File: src/rtl/booth_seq_ctrl.sv
// rtl/booth_seq_ctrl.sv - sequencing/handshake controller for a radix-4 Booth multiplier datapath
// One job at a time: accept operands, drive load/eval/acc pulses, capture and hold the product.
module booth_seq_ctrl #(
   parameter int INPUT_WIDTH  = 6,
   parameter int OUTPUT_WIDTH = 2 * INPUT_WIDTH,
   parameter int ITER         = INPUT_WIDTH / 2
) (
   input  logic                    clk,
   input  logic                    rst,
   input  logic                    in_valid,
   output logic                    in_ready,
   input  logic [INPUT_WIDTH-1:0]  in_a,
   input  logic [INPUT_WIDTH-1:0]  in_b,
   output logic                    dp_load,
   output logic                    dp_en_inp,
   output logic                    dp_en_p,
   output logic [INPUT_WIDTH-1:0]  dp_multiplicand,
   output logic [INPUT_WIDTH-1:0]  dp_multiplier,
   input  logic [OUTPUT_WIDTH-1:0] dp_product,
   output logic                    out_valid,
   input  logic                    out_ready,
   output logic [OUTPUT_WIDTH-1:0] out_product
);

   localparam int CW = $clog2(ITER + 1);

   typedef enum logic [2:0] {
      IDLE,
      LOAD,
      EVAL,
      ACC,
      CAPT,
      HOLD
   } state_t;

   state_t        state;
   logic [CW-1:0] cnt;

   // Enables are registered alongside the next state, so each is high exactly
   // while the FSM sits in its matching state.
   always_ff @(posedge clk) begin
      if (rst) begin
         state           <= IDLE;
         cnt             <= '0;
         in_ready        <= 1'b1;
         dp_load         <= 1'b0;
         dp_en_inp       <= 1'b0;
         dp_en_p         <= 1'b0;
         dp_multiplicand <= '0;
         dp_multiplier   <= '0;
         out_valid       <= 1'b0;
         out_product     <= '0;
      end else begin
         dp_load   <= 1'b0;
         dp_en_inp <= 1'b0;
         dp_en_p   <= 1'b0;
         case (state)
            IDLE: begin
               if (in_valid && in_ready) begin
                  dp_multiplicand <= in_a;
                  dp_multiplier   <= in_b;
                  cnt             <= '0;
                  in_ready        <= 1'b0;
                  dp_load         <= 1'b1;
                  state           <= LOAD;
               end
            end
            LOAD: begin
               dp_en_inp <= 1'b1;
               state     <= EVAL;
            end
            EVAL: begin
               dp_en_p <= 1'b1;
               state   <= ACC;
            end
            ACC: begin
               cnt <= cnt + CW'(1);
               if (cnt == CW'(ITER - 1)) begin
                  state <= CAPT;
               end else begin
                  dp_en_inp <= 1'b1;
                  state     <= EVAL;
               end
            end
            CAPT: begin
               out_product <= dp_product;
               out_valid   <= 1'b1;
               state       <= HOLD;
            end
            HOLD: begin
               if (out_ready) begin
                  out_valid <= 1'b0;
                  in_ready  <= 1'b1;
                  state     <= IDLE;
               end
            end
            default: begin
               in_ready <= 1'b1;
               state    <= IDLE;
            end
         endcase
      end
   end

endmodule

File: config.mk
export PLATFORM = sky130hd
export DESIGN_NAME = booth_seq_ctrl
export DESIGN_NICKNAME = d
export VERILOG_FILES = /design/src/rtl/booth_seq_ctrl.sv
export SDC_FILE = /design/constraint.sdc
export NUM_CORES = 1
export LEC_CHECK = 0
export CAP_MARGIN = 20
export CORE_ASPECT_RATIO = 1.25
export CORE_MARGIN = 4
export CORE_UTILIZATION = 44
export DETAILED_ROUTE_END_ITERATION = 12
export PLACE_DENSITY_LB_ADDON = 0.15
export SLEW_MARGIN = 10
export SYNTH_ARGS = -nofsm -noshare
export SYNTH_HDL_FRONTEND = slang
export SYNTH_SLANG_ARGS = --single-unit
File: constraint.sdc
create_clock -name clk -period 2.7 [get_ports clk]
set_input_delay 0.405 -clock clk [delete_from_list [all_inputs] [get_ports clk]]
set_output_delay 0.405 -clock clk [all_outputs]
set_load 0.01 [all_outputs]
==> key figures, run 1 <==
Die
  – Die width: 59.1 um
  – Row cnt: 22
  – Chip height: 71.9 um
  – Initial Util: 47.4%
  – Top Ports: 57
  – Die ar.: 4250 sq um
  – Core area: 3030 sq um

Power and ir drop
  – P_leak: 0.714 nW
  – Worst VDD drop: 0.410 mV
  – Cell Pwr Density: 523 nW/um^2

Hold path
  – HP Class: reg2reg

Setup path
  – Critical Path RT: 2.95 ns
  – Cell family with most CP delay: simple AND/OR/NAND/NOR gates
  – Critical Path AT: 1.93 ns
  – CP peak stage delay: 0.61 ns
  – CP Buf/Inv Count: 0
  – CP startpoint kind: flop
  – CP cell instances: nor3_1, and2b_1, mux2i_1
  – Worst Path Max Fanout: 15
  – Worst setup EP type: flop
  – Slowest cell on the critical path: and2b_1
  – Type of the worst setup path: reg2reg

Synthesis
  – Post-synth EDFFs: 0
  – Seq/Total Area, Yosys: 47.4%
  – Synth Flop Type: dfxtp_1
  – Avg Inst Size Synth: 9.51 sq um
  – Async S/R FF share, synth: 0%
  – Yosys top cell by area: dfxtp_1
  – YS warnings: 0
  – Synth top area cells: dfxtp_1 (47%), nand2b_1 (11%), mux2i_1 (8.4%)
  – Top cell type's share of synthesized area: 47.4%
  – Synthesized flop and latch total: 34
  – Syn_nets: 180
  – Synthesized area: 1440 sq um
  – Yosys cell types: 29
  – Post-Syn Instances: 151

Global route
  – Global-route wire length before repair: 5.06 mm
  – Largest net degree at the start of global routing: 26
  – Vias in the first global route: 1213
  – GRT overflow: 0
  – Initial antenna violation count: 0
  – GR Util All Layers: 15.4%

Run
  – Max-cap violations: 0

STA
  – Worst Clk Skew: 0.00383 ns
  – RSZ-0062 raised after global routing: false
  – Final setup fails: 0
  – Min Tclk post-route: 1.68 ns
  – Tightest Pin Transition: 0.694 ns
  – Hold Vio Cnt, Final: 0
  – Part of the cycle the worst path needs: 62.4%
  – Setup_tns: 0 ns
  – Fmax: 594 MHz
  – Max_slew headroom: 53.7%
  – Final Max Tran Viols: 0

Detailed routing
  – Vias: 1204
  – Routed Antenna Nets: 0
  – Post-route DRC: 0
  – Drt pass-1 iters: 4
  – Drt wl/cell: 12.5 um
  – Final wirelength: 3.01 mm
  – Vias per cell: 5.00
  – DRC marker count from the first detailed-route iteration: 36

Clock tree
  – Cts hold-fix bufs: 0
  – Num CTS Buffers: 5
  – TritonCTS clock tree: yes
  – CTS max path bufs: 2
  – Reg clk slew, reported paths: 0.10 ns
  – Clock latency at the later pin of the worst-skew pair: 0.32 ns
  – Root Driver: clkbuf_4
  – CTS HTree Levels: 2
  – Clock sinks: 34
  – Postcts setup bufs: 0
  – Post-cts sizing count: 0

Place
  – HPWL Detailed: 2.24 mm
  – Post-DP Area: 1960 sq um
  – Post-placement cell count: 233
  – Routability Congestion: 0.773
  – # port buffers: 56

Final layout
  – Final Non-Filler Cells: 241
  – Fill cells: 263
  – Fin nets: 233
  – Final Instance Area: 2040 sq um
  – Fin util: 67.3%
  – Ant. Diodes: 0
  – P&R area growth vs syn: 41.8%
  – Layout cells sized above 1: 5.85%

Outcome
  – Status: complete, no violations
==> cells by family (layout without fill, tap and decap cells) <==
| logic type | Yosys count | after routing | synth area share (%) |
|---|---|---|---|
| adders and majority gates | 1 | 1 | 0.871 |
| AOI/OAI and AO/OA | 22 | 22 | 8.89 |
| DFF | 34 | 34 | 47.4 |
| buffers and inverters | 13 | 67 | 7.14 |
| muxes | 12 | 12 | 8.36 |
| and+or+nand+nor | 69 | 69 | 27.4 |
==> registers in the layout, summed over array words and instances (netlist names) <==
signal / count
in_ready: 1
dp_multiplier: 6
cnt: 2
out_product: 12
dp_en_p: 1
state: 3
dp_load: 1
out_valid: 1
dp_multiplicand: 6
dp_en_inp: 1
==> tightest hold or removal path, stage by stage (launching register included) <==
cell and delay, ns:
dfxtp_1 0.32, nand2_1 0.05, a21oi_1 0.05
==> per-stage QoR <==
stage / total power (W) / setup WS, ns / hold slack (ns)
after floorplan: 0.000665 / 1.54 / 0.464
after global placement: 0.000735 / 0.782 / 0.440
after detailed placement: 0.000741 / 0.724 / 0.448
after CTS: 0.00108 / 0.993 / 0.462
after global routing: 0.00112 / 0.867 / 0.486
final: 0.00106 / 1.02 / 0.459
==> cell usage in the layout (no fill, tap or decap), drive strengths merged, types with 2 or more instances in the layout <==
master	count
a21oi	16
buf	2
clkbuf	8
clkdlybuf4s50	56
dfxtp	34
mux2i	12
nand2	26
nand2b	25
nand3b	5
nor2	2
nor2b	2
nor4b	2
or3b	2
==> where the power goes <==
group          total [W]  switching [W]  internal [W]
Sequential      0.000555      0.0000263      0.000528
Combinational   0.000174      0.0000637      0.000110
Clock           0.000337       0.000159      0.000178
Total            0.00106       0.000249      0.000816
==> final timing paths <==
check / startpoint / end / slack, ns / cells past startpoint
setup reg to reg: state[0] / dp_multiplier[2] / 1.02 / 3
hold / removal: out_product[2] / out_product[2] / 0.46 / 2
hold reg to reg: out_product[2] / out_product[2] / 0.46 / 2
setup / recovery: state[0] / dp_multiplier[2] / 1.02 / 3
==> cell usage after synthesis, types with 2 or more instances <==
library cell / instances
buf_2: 3
nand2b_1: 25
nor4b_1: 2
clkbuf_1: 3
nand3b_1: 5
nor2_1: 2
dfxtp_1: 34
buf_6: 4
nor2b_1: 2
nand2_1: 26
mux2i_1: 12
a21oi_1: 16
==> metal layers <==
metal | GRT usage, % | vias to the layer above | wire length (um)
met5 | 0 | - | 0
met4 | 6.80 | 0 | 35
met3 | 4.86 | 4 | 241
met2 | 26.3 | 50 | 1480
met1 | 17.1 | 549 | 1250
li1 | - | 601 | -
==> layout make-up <==
| type | instances | area (sq um) | area share (%) |
|---|---|---|---|
| sequential | 34 | 681 | 33.4 |
| clock buffer | 8 | 78.8 | 3.87 |
| inverter | 1 | 3.75 | 0.184 |
| timing repair buffer | 58 | 576 | 28.3 |
| multi-input combinational | 104 | 653 | 32.1 |
| tap | 36 | 45.0 | 2.21 |
(Power assumes the default switching activity.)
==> run 2, diff against run 1 <==
- CORE_UTILIZATION: 44 -> 38
- clock period: 2.7 -> 1.4 ns (I/O delays scaled with it)
==> run 2 against run 1 <==
  * Clock skew grew 0.0033 ns
  * Critical path type is now reg2out
  * Combinational power grew 110%
  * Routed wire length is 6.0% higher
  * First-iteration DRC count is the same
  * Core utilization down 5.7 points
  * Via count decreased by 0.17%
  * Total power grew 140%
  * Clock power rose to 3.3 times the previous value
  * Worst setup slack got worse by 0.98 ns
  * Hold slack worse by 0.0043 ns
  * Global-route usage decreased by 0.89 points
  * Register-to-register slack got worse by 0.87 ns
  * Largest power group is now clock
==> key figures, run 2 (synthesized netlist as in run 1, its figures left out) <==
Place
  – # port buffers: 56 (unchanged)
  – HPWL Detailed: 2.39 mm (+6.7%)
  – Routability Congestion: 0.792 (+2.5%)

Power and ir drop
  – Switching Power: 0.000526 W (+110%)
  – Internal Pwr Total: 0.00201 W (+150%)
  – Clock group share of total power: 43.7% (+12 points)
  – Power Total: 0.00253 W (+140%)
  – Switching portion of total power: 20.8% (-2.6 points)
  – P_leak: 1.08 nW (+52%)
  – Share of power burned in registers: 41.6% (-10 points)
  – Cell Pwr Density: 1150 nW/um^2 (+120%)
  – Combinational Power Share: 14.7% (-1.6 points)
  – Worst VDD drop: 0.905 mV (+120%)

STA
  – Fmax: 732 MHz
  – Final setup fails: 0 (unchanged)
  – Final Max Tran Viols: 0 (unchanged)
  – Worst Clk Skew: 0.00715 ns (+0.00332 ns)
  – Max_slew headroom: 65.3% (+12 points)
  – Part of the cycle the worst path needs: 97.6%
  – Hold Vio Cnt, Final: 0 (unchanged)
  – RSZ-0062 raised after global routing: false
  – Tightest Pin Transition: 0.519 ns (-0.175 ns)
  – Min Tclk post-route: 1.37 ns
  – Setup_tns: 0 ns (unchanged)

Final layout
  – Ant. Diodes: 0 (unchanged)
  – Fin nets: 239 (+2.6%)
  – Most common cell after layout, fill and taps aside: clkdlybuf4s50_1
  – Layout cells sized above 1: 8.53% (+2.7 points)
  – Most frequent cells in the layout: clkdlybuf4s50_1 (36), dfxtp_1 (34), nand2_1 (26)
  – Fin util: 61.6% (-5.7 points)
  – Top flop regs: out_product: 12 flops, dp_multiplicand: 6 flops, dp_multiplier: 6 flops
  – Most flop-heavy register: out_product
  – Fill cells: 323 (+23%)
  – Max reg flops: 12 (unchanged)
  – P&R area growth vs syn: 53.2%

Setup path
  – Type of the worst setup path: reg2out
  – R2R Path Start: state[0]
  – R2r setup slk: 0.15 ns (-0.87 ns)
  – CP startpoint kind: flop
  – Reg-to-Reg End: dp_multiplier[5]
  – R2R depth: 4 (+1)
  – Worst Path Max Fanout: 2 (-13)
  – CP cell instances: clkdlybuf4s50_1
  – CP peak stage delay: 0.54 ns (-0.07 ns)
  – Slowest cell on the critical path: clkdlybuf4s50_1
  – Critical Path RT: 1.19 ns (-1.76 ns)
  – Worst setup EP type: output pin
  – CP Buf/Inv Count: 1 (+1)
  – Cell family with most CP delay: buffers and inverters
  – Critical Path AT: 1.16 ns (-0.77 ns)

Detailed routing
  – Drt wl/cell: 12.7 um (+2.2%)
  – Post-route DRC: 0 (unchanged)
  – Routed Antenna Nets: 0 (unchanged)
  – Vias per cell: 4.81 (-3.8%)
  – DRC marker count from the first detailed-route iteration: 36 (unchanged)
  – Final wirelength: 3.19 mm (+6.0%)
  – Drt pass-1 iters: 4 (unchanged)
  – Vias: 1202 (-0.17%)

Clock tree
  – Postcts setup bufs: 0 (unchanged)
  – Clock latency at the later pin of the worst-skew pair: 0.29 ns (-0.03 ns)
  – Num CTS Buffers: 5 (unchanged)
  – Clock sinks: 34 (unchanged)
  – CTS HTree Levels: 2 (unchanged)
  – CTS max path bufs: 2 (unchanged)
  – TritonCTS clock tree: yes
  – Root Driver: clkbuf_8
  – Reg clk slew, reported paths: 0.07 ns (-0.03 ns)

Global route
  – Largest net degree at the start of global routing: 24 (-7.7%)
  – Initial antenna violation count: 0 (unchanged)
  – GRT overflow: 0 (unchanged)
  – GR Util All Layers: 14.5% (-0.89 points)
  – Vias in the first global route: 1279 (+5.4%)
  – Global-route wire length before repair: 5.60 mm (+11%)

Die
  – Die width: 63.0 um (+6.6%)
  – Core area: 3570 sq um (+18%)
  – Initial Util: 40.2% (-7.2 points)
  – Chip height: 76.7 um (+6.8%)
  – Row cnt: 24 (+9.1%)
  – Top Ports: 57 (unchanged)
  – Die ar.: 4830 sq um (+14%)

Hold path
  – HP Class: reg2reg
  – Hold depth: 2 (unchanged)
  – Hold endpoint: out_product[0]
  – HP Start: out_product[0]

Outcome
  – Status: complete, no violations

Run
  – Max-cap violations: 0 (unchanged)
==> run 2: cell count changes in the layout (fill, tap and decap cells not counted) <==
cell	change
clkbuf_4	-5
buf_12	+1
clkbuf_8	+3
bufinv_16	+2
dlymetal6s2s_1	+17
dlygate4sd2_1	+3
clkdlybuf4s50_1	-20
buf_4	+5
==> run 2: repair_timing <==
| item | 4_1_cts | 5_1_grt |
|---|---|---|
| pin swaps | 0 | 0 |
| hold buffers | 0 | 0 |
| gates resized for setup | 3 | 17 |
| setup endpoints to repair | 3 | 17 |
==> run 2: worst max path at each step <==
stage	from	to	slack (ns)	cells after the start
2_1_floorplan	state[1]	out_product[10]	0.24	5
3_3_place_gp	in_valid	dp_multiplicand[5]	0.02	5
3_5_place_dp	in_valid	dp_multiplier[3]	-0.05	5
4_1_cts	dp_multiplier[2]	dp_multiplier[2]	0.004	1
5_1_grt	out_product[3]	out_product[3]	0.002	1
6_report	out_product[3]	out_product[3]	0.03	1
==> run 2: cell type report <==
type	count	area (sq um)	share of cell area, %
Clock buffer	6	82.6	3.75
Clock inverter	2	60.1	2.73
Multi-Input combinational cell	104	653	29.7
Sequential cell	34	681	30.9
Tap cell	39	48.8	2.22
Timing Repair Buffer	64	672	30.5
Inverter	1	3.75	0.171
==> run 2: power groups by stage <==
stage,Clock (W),Sequential [W],Combinational [W]
global placement,0,0.00108,0.000378
detailed placement,0,0.00108,0.000387
finish,0.00111,0.00105,0.000371
CTS,0.00113,0.00106,0.000384
global route,0.00118,0.00106,0.000404
floorplan,0,0.00109,0.000194
==> run 2: metal layers <==
metal	track usage (%)	vias to the layer above	share of wire [%]
li1	-	615	-
met1	14.7	527	38
met5	0	-	0
met2	24.8	53	50
met3	5.12	7	9.0
met4	9.27	0	2.4
==> run 2: metrics by stage <==
stage	setup WS, ns	cells	hold WS, ns	area, sq um
after CTS	0.00365	250	0.459	2160
after detailed placement	-0.0456	242	0.449	2020
after global placement	0.0164	242	0.442	2020
after floorplan	0.237	151	0.346	1440
after global routing	0.00194	250	0.467	2200
final	0.0335	250	0.455	2200
